==> src/rtl/alu_sequencer.sv <==
// Multi-cycle shift/multiply sequencer in front of a single-step ALU; passes core operands through when idle.
// Optional abort input is enabled by defining ALU_SEQ_ABORT_EN.
module alu_sequencer #(
  parameter int BITS = 16,
  parameter int CNTW = 4
) (
  input  logic            CLK,
  input  logic            RSTb,
  input  logic [BITS-1:0] core_a,
  input  logic [BITS-1:0] core_b,
  input  logic [4:0]      core_op,
  input  logic            start,
  input  logic [1:0]      cmd,
  input  logic [BITS-1:0] op_a,
  input  logic [BITS-1:0] op_b,
`ifdef ALU_SEQ_ABORT_EN
  input  logic            abort,
`endif
  output logic            busy,
  output logic            done,
  output logic [BITS-1:0] result,
  output logic [BITS-1:0] alu_a,
  output logic [BITS-1:0] alu_b,
  output logic [4:0]      alu_op,
  input  logic [BITS-1:0] alu_out
);

  typedef enum logic [2:0] {
    S_IDLE    = 3'd0,
    S_SHIFT   = 3'd1,
    S_MUL_ADD = 3'd2,
    S_MUL_SHL = 3'd3,
    S_DONE    = 3'd4
  } state_t;

  localparam logic [1:0] CMD_SHL = 2'd0;
  localparam logic [1:0] CMD_SHR = 2'd1;
  localparam logic [1:0] CMD_SAR = 2'd2;
  localparam logic [1:0] CMD_MUL = 2'd3;

  localparam logic [4:0] OP_MOVE = 5'd0;
  localparam logic [4:0] OP_ADD  = 5'd1;
  localparam logic [4:0] OP_SAR  = 5'd16;
  localparam logic [4:0] OP_SHR  = 5'd17;
  localparam logic [4:0] OP_SHL  = 5'd18;

  state_t          r_state;
  logic [1:0]      r_cmd;
  logic [BITS-1:0] r_work;
  logic [BITS-1:0] r_mcand;
  logic [BITS-1:0] r_mplier;
  logic [BITS-1:0] r_acc;
  logic [BITS-1:0] r_result;
  logic [CNTW-1:0] r_cnt;
  logic [CNTW-1:0] r_iter;
  logic            r_done;

  logic            w_abort;
  logic            w_abort_hit;
  logic [BITS-1:0] w_mplier_next;
  logic [BITS-1:0] w_alu_a;
  logic [BITS-1:0] w_alu_b;
  logic [4:0]      w_alu_op;

`ifdef ALU_SEQ_ABORT_EN
  assign w_abort = abort;
`else
  assign w_abort = 1'b0;
`endif

  // Abort only bites while a step is executing; IDLE and DONE are unaffected.
  assign w_abort_hit   = w_abort && (r_state != S_IDLE) && (r_state != S_DONE);
  assign w_mplier_next = r_mplier >> 1;

  function automatic logic [4:0] shift_op(input logic [1:0] c);
    case (c)
      CMD_SHR: shift_op = OP_SHR;
      CMD_SAR: shift_op = OP_SAR;
      default: shift_op = OP_SHL;
    endcase
  endfunction

  // ALU operand mux: core passthrough unless the sequencer is stepping.
  always_comb begin
    w_alu_a  = core_a;
    w_alu_b  = core_b;
    w_alu_op = core_op;
    case (r_state)
      S_SHIFT: begin
        w_alu_a  = {BITS{1'b0}};
        w_alu_b  = r_work;
        w_alu_op = shift_op(r_cmd);
      end
      S_MUL_ADD: begin
        if (r_mplier[0]) begin
          w_alu_a  = r_acc;
          w_alu_b  = r_mcand;
          w_alu_op = OP_ADD;
        end else begin
          w_alu_a  = {BITS{1'b0}};
          w_alu_b  = r_acc;
          w_alu_op = OP_MOVE;
        end
      end
      S_MUL_SHL: begin
        w_alu_a  = {BITS{1'b0}};
        w_alu_b  = r_mcand;
        w_alu_op = OP_SHL;
      end
      default: begin
        w_alu_a  = core_a;
        w_alu_b  = core_b;
        w_alu_op = core_op;
      end
    endcase
  end

  // Sequencer FSM; every step captures alu_out on the same edge it is issued.
  always_ff @(posedge CLK) begin
    if (!RSTb) begin
      r_state  <= S_IDLE;
      r_cmd    <= 2'd0;
      r_work   <= {BITS{1'b0}};
      r_mcand  <= {BITS{1'b0}};
      r_mplier <= {BITS{1'b0}};
      r_acc    <= {BITS{1'b0}};
      r_result <= {BITS{1'b0}};
      r_cnt    <= {CNTW{1'b0}};
      r_iter   <= {CNTW{1'b0}};
      r_done   <= 1'b0;
    end else if (w_abort_hit) begin
      r_state <= S_IDLE;
      r_done  <= 1'b0;
    end else begin
      case (r_state)
        S_IDLE: begin
          r_done <= 1'b0;
          if (start) begin
            r_cmd    <= cmd;
            r_work   <= op_a;
            r_mcand  <= op_a;
            r_mplier <= op_b;
            r_acc    <= {BITS{1'b0}};
            r_cnt    <= op_b[CNTW-1:0];
            r_iter   <= CNTW'(BITS - 1);
            if (cmd == CMD_MUL) begin
              if (op_b == {BITS{1'b0}}) begin
                r_result <= {BITS{1'b0}};
                r_done   <= 1'b1;
                r_state  <= S_DONE;
              end else begin
                r_state <= S_MUL_ADD;
              end
            end else if (op_b[CNTW-1:0] == {CNTW{1'b0}}) begin
              r_result <= op_a;
              r_done   <= 1'b1;
              r_state  <= S_DONE;
            end else begin
              r_state <= S_SHIFT;
            end
          end else begin
            r_state <= S_IDLE;
          end
        end
        S_SHIFT: begin
          r_work <= alu_out;
          r_cnt  <= r_cnt - CNTW'(1);
          if (r_cnt == CNTW'(1)) begin
            r_result <= alu_out;
            r_done   <= 1'b1;
            r_state  <= S_DONE;
          end else begin
            r_state <= S_SHIFT;
          end
        end
        S_MUL_ADD: begin
          r_acc   <= alu_out;
          r_state <= S_MUL_SHL;
        end
        S_MUL_SHL: begin
          r_mcand  <= alu_out;
          r_mplier <= w_mplier_next;
          r_iter   <= r_iter - CNTW'(1);
          if ((w_mplier_next == {BITS{1'b0}}) || (r_iter == {CNTW{1'b0}})) begin
            r_result <= r_acc;
            r_done   <= 1'b1;
            r_state  <= S_DONE;
          end else begin
            r_state <= S_MUL_ADD;
          end
        end
        S_DONE: begin
          r_done  <= 1'b0;
          r_state <= S_IDLE;
        end
        default: begin
          r_done  <= 1'b0;
          r_state <= S_IDLE;
        end
      endcase
    end
  end

  assign busy   = (r_state != S_IDLE);
  assign done   = r_done;
  assign result = r_result;
  assign alu_a  = w_alu_a;
  assign alu_b  = w_alu_b;
  assign alu_op = w_alu_op;

endmodule

==> config.mk <==
export PLATFORM = sky130hd
export DESIGN_NAME = alu_sequencer
export DESIGN_NICKNAME = d
export VERILOG_FILES = /design/src/rtl/alu_sequencer.sv
export SDC_FILE = /design/constraint.sdc
export NUM_CORES = 1
export LEC_CHECK = 0
export CAP_MARGIN = 25
export CORE_MARGIN = 10
export CORE_UTILIZATION = 25
export DETAILED_ROUTE_END_ITERATION = 12
export SLEW_MARGIN = 25
export SYNTH_ARGS = -nofsm -noshare
export SYNTH_HDL_FRONTEND = slang
export SYNTH_SLANG_ARGS = --single-unit
==> constraint.sdc <==
create_clock -name CLK -period 1.87 [get_ports CLK]
set_clock_uncertainty 0.15 [all_clocks]
set_input_delay 0.374 -clock CLK [delete_from_list [all_inputs] [get_ports CLK]]
set_output_delay 0.374 -clock CLK [all_outputs]
set_load 0.01 [all_outputs]
# After elaboration in Yosys (flattened, before gate mapping)
# Index checks and enable logic that the tools add are counted.
[totals]
latchBits = 0
memories = 0
word_cells = 82
rom_bits = 0
reg_bits = 94
mem_bits_rw = 0
output_inout_bits = 55
input_bits = 90
[classes]
shift = 0
div_mod_pow = 0
magnitude_cmp = 0
n_mux = 39
reduce_logical = 18
n_addsub = 2
bitwise = 1
eq_ne = 12
multipliers = 0
[op_table]
columns = ["operator", "count"]
rows = [
  ["16-bit 2-to-1 mux", 11],
  ["16-bit case mux with 2 select lines", 5],
  ["16-bit case mux with 3 select lines", 2],
  ["16-bit zero test", 2],
  ["3-bit 2-to-1 mux", 6],
  ["4-bit case mux with 2 select lines", 2],
  ["5-bit case mux with 3 select lines", 1],
  ["3-bit case mux with 4 select lines", 1],
  ["4-bit zero test", 2],
  ["4-bit 2-to-1 mux", 2],
  ["2-bit AND reduction", 4],
  ["4-bit by 1-bit subtractor with 4-bit output (second input constant)", 2],
  ["1-bit 2-to-1 mux", 7],
  ["3-bit by 2-bit == test with 1-bit output (second input constant)", 2],
  ["2-bit != test (second input constant)", 3],
  ["3-bit != test (second input constant)", 2],
  ["6-bit AND reduction", 1],
  ["2-bit nonzero test", 3],
  ["3-bit nonzero test", 2],
  ["2-bit == test (second input constant)", 2],
  ["4-bit by 1-bit == test with 1-bit output (second input constant)", 1],
  ["1-bit case mux with 4 select lines", 1],
  ["2-bit case mux with 2 select lines", 1],
  ["3-bit by 1-bit == test with 1-bit output (second input constant)", 1],
  ["6 further kinds", 6],
]

# Longest topological paths before layout
[logic_depth]
ltp_word = 5
ltp_mapped = 8

# Least setup slack after synthesis
# No wires, ideal clock.
[synth_path]
path_type = "register to output"
startpoint = "reg r_state[2]"
endpoint = "out alu_b[12]"
arrival_ns = 1.568
n_path_buf = 2
path_stages_with_launch = 8
slack_ns = -0.222
cell_sequence = "dfxtp_1 nand2b_1 nand2b_1 clkbuf_1 nor2_1 clkbuf_1 a21oi_1 a21oi_1"
[synth_between]
elab_chain_len = 2
elab_cells_between_ends = 4
[synth_rtl]
columns = ["item", "line", "rtl"]
rows = [
  ["from (decl)", "47", "state_t r_state;"],
  ["from (signal assigned)", "121", "r_state <= S_IDLE;"],
  ["from (signal assigned)", "132", "r_state <= S_IDLE;"],
  ["from (signal assigned)", "150", "r_state <= S_DONE;"],
  ["3-bit by 2-bit == test with 1-bit output or 3-bit by 1-bit == test with 1-bit output (tied branches)", "88", "case (r_state)"],
  ["16-bit case mux with 3 select lines *", "88", ""],
  ["to (decl)", "23", "output logic [BITS-1:0] alu_b,"],
]
# Mark *: on every way between the ends. The rest lies on a longest branch, timed or not.

# Worst setup path in the final report
[layout_path]
startpoint = "reg r_state[2]"
endpoint = "out alu_b[6]"
# The elaborated chain is that of the path after synthesis.

==> out/qor.csv <==
stage,metric,value,unit
status,status,"complete, but fails checks",
status,failed_checks,setup timing,
synthesis,synth_cell_types,45,
synthesis,seq_area_frac_synth,38.28,%
floorplanning,die_height,160.2,um
synthesis,synth-edff-count,0,
floorplanning,core,19400,um2
synthesis,yosys.area_share.simple,20.01,%
setup_path,critPathTopFamily,simple AND/OR/NAND/NOR gates,
timing,max-slew-margin-rel,76.38,%
synthesis,synth_fa_ha_area_share,1.018,%
placed_design,place_area,7545,um2
timing,worst_slack,-346.5,ps
power,peakVddDrop,0.0005663,V
timing,setup_viol,131,
final_layout,design_area,8501,um2
synthesis,synth-xor-area-share,0.3563,%
final_layout,area_delta_synth_final,72.92,%
synthesis,synth_cells,642,
detailed_routing,first_iter_violations,413,
clocking,clkSlewWorstSetupHoldPaths,70,ps
synthesis,synthFlopType,dfxtp_1,
timing,period_minus_slack,2216,ps
timing,holdWs,270.2,ps
synthesis,ys_ff_latch,94,
setup_path,max_stage_delay,330,ps
global_route,antenna_found_initial,0,
hold_path,hp-class,in2reg,
synthesis,synth_top_cells_by_count,"a21oi_1 (120), nand2_1 (120), dfxtp_1 (94)",
timing,worstMarginPinSlew,353.3,ps
setup_path,cp.buffers_inverters,2,
detailed_routing,wire_per_inst,19.24,um
setup_path,worst_setup_path_start_kind,register,
setup_path,crit_top_cell,nand2b_4,
setup_path,crit_arrival,1690,ps
setup_path,critPathCaptureType,output port,
synthesis,synth_fp_nets,736,
timing,fmax,451.2,MHz
timing,slew_viol_final,0,
synthesis,syn-mean-instance-area,7.657,um2
synthesis,synth_top_family_by_area,compound AO/OA/AOI/OAI gates,
timing,rsz0062_at_grt,true,
floorplanning,io_pins,145,
final_layout,drive_gt1_share,35.01,%
job,maxCapViolCount,0,
timing,period_share,118.5,%
power,p_per_area,926.9,nW/um2
global_route,grt_start_max_net_pins,47,
setup_path,r2r_setup_slack,-210,ps
floorplanning,row_count,51,
detailed_routing,route.detailed.drc,0,
placed_design,hpwl,15290,um
synthesis,yosys_warnings,0,
global_route,grt_pass1_wl,32920,um
global_route,grt_pass1_vias,5619,
clocking,cts_buffers,9,
timing,hold_viol_final,0,
clocking,cts_tree,built,
floorplanning,initial_utilization,25.34,%
setup_path,critical_path_required,1350,ps
setup_path,slowest_stage,dfxtp_2,
detailed_routing,wirelength,21980,um
synthesis,ys_async_sr_fraction,0,%
timing,fin_tns_setup,-22410,ps
synthesis,synth_compound_area_share,32.15,%
setup_path,criticalPathCategory,reg2out,
clocking,clock_latency,350,ps
final_layout,insertedDiodeCount,0,
global_route,grt_use_total,16.11,%
clocking,cts_sinks,94,
detailed_routing,drtAntennaViolNets,0,
global_route,grt-ovfl-total,0,
synthesis,netlist_area,4916,um2
synthesis,netlist_top_cells_area,"dfxtp_1 (38%), a21oi_1 (12%), nand2_1 (9.2%)",
placed_design,port_buffers,144,
detailed_routing,avgViaCountPerCell,4.997,
detailed_routing,drtPass1Iterations,5,
floorplanning,fp.dieW,160.2,um
clocking,cts_root_buf,clkbuf_16,
setup_path,critPathMaxFanout,6,
placed_design,gp_congestion,0.8575,
detailed_routing,vias,5707,
final_layout,fin_nets,966,
setup_path,path_cells,nand2b_4 > nand2b_4 > nor2_4 > buf_12 > a21oi_4 > a21oi_2 > buf_4,
power,p_leak,3.204,nW
synthesis,synthMuxAreaShare,2.240,%
synthesis,yosysTopAreaCell,dfxtp_1,
synthesis,synth.top_cell.area_share,38.28,%
floorplanning,die_area,25670,um2
clocking,htree_levels,3,
clocking,clockBufferDepth,2,
per-layer routing:
layer	global-route usage [%]	share of wire, %	vias up
met4	6.678	2.3	0
met1	19.95	43	2727
met2	26.88	49	162
met5	0	0	-
met3	2.931	5.4	32
li1	-	-	2786
cells in the final DEF (no fill, tap or decap), types with 11 or more instances in the layout:
cell type | synthesis | layout
nand2_1 | 120 | 104
clkdlybuf4s50_1 | 0 | 100
dfxtp_1 | 94 | 91
a21oi_1 | 120 | 85
buf_4 | 1 | 82
nor2_1 | 52 | 42
buf_2 | 17 | 33
a22oi_1 | 34 | 32
a21oi_2 | 0 | 29
buf_6 | 2 | 27
a22o_1 | 21 | 21
nand2_2 | 0 | 15
nand3_1 | 23 | 15
buf_12 | 1 | 13
clkbuf_16 | 0 | 12
mux2i_1 | 11 | 11
a211oi_2 | 10 | 11
state kept, by name (all words and copies together), names as in the netlist:
register and flops:
r_mcand 16, r_acc 16, r_cnt 4, result 16, done 1, r_iter 4
r_work 16, r_state 3, r_cmd 2, r_mplier 16
cell type report:
type                       count  area (um2)
timing repair buffer         272        2630
fill                        1911       10900
clock buffer                  13       260.3
inverter                      10       37.54
multi-input combinational    485        3332
clock inverter                 3       18.77
sequential                    94        1891
tap                          265       331.6
report_power, final:
part | total, mW | leakage [nW] | internal, mW | switching [mW]
clock network | 1.80 | 0.140 | 0.975 | 0.827
logic | 3.62 | 2.29 | 1.78 | 1.84
registers | 2.46 | 0.773 | 2.26 | 0.193
total | 7.88 | 3.20 | 5.02 | 2.86
worst paths after layout:
kind                       to  cells after the start        start
setup / recovery     alu_b[6]                      7   r_state[2]
hold / removal    r_mplier[9]                      3      op_b[9]
setup reg to reg    result[0]                      8   r_state[2]
hold reg to reg   r_mcand[14]                      2  r_mcand[14]
cells by family (layout without fill, tap and decap cells):
group	count (synthesis)	after routing
AOI/OAI and AO/OA	241	241
and+or+nand+nor	227	227
DFF	94	94
buffers and inverters	63	298
muxes	11	11
adders and majority gates	4	4
xor gates and xnor gates	2	2
through the flow:
step	setup slack [ps]	utilization (%)	power, mW	instances
after global routing	-400.7	43.82	8.271	1142
after global placement	-614.9	38.89	5.666	1110
after CTS	-337.7	41.82	7.653	1137
after floorplan	-119.2	-	3.987	642
final	-346.5	43.82	7.879	1142
after detailed placement	-640.9	38.89	5.671	1110
timing repair:
action / 4_1_cts / 5_1_grt
resized for setup: 251 / 78
endpoints found under the hold margin: 0 / 0
pin swaps: 31 / 46
buffers inserted: 10 / 5
hold buffers: 0 / 0
cloned: 4 / 3
endpoints found under the setup margin: 130 / 126
tightest hold or removal path: stages:
cell            delay (ps)
dlymetal6s2s_1         160
nand2_1                100
a311oi_2                90
Power figures use the tool's default switching activity.
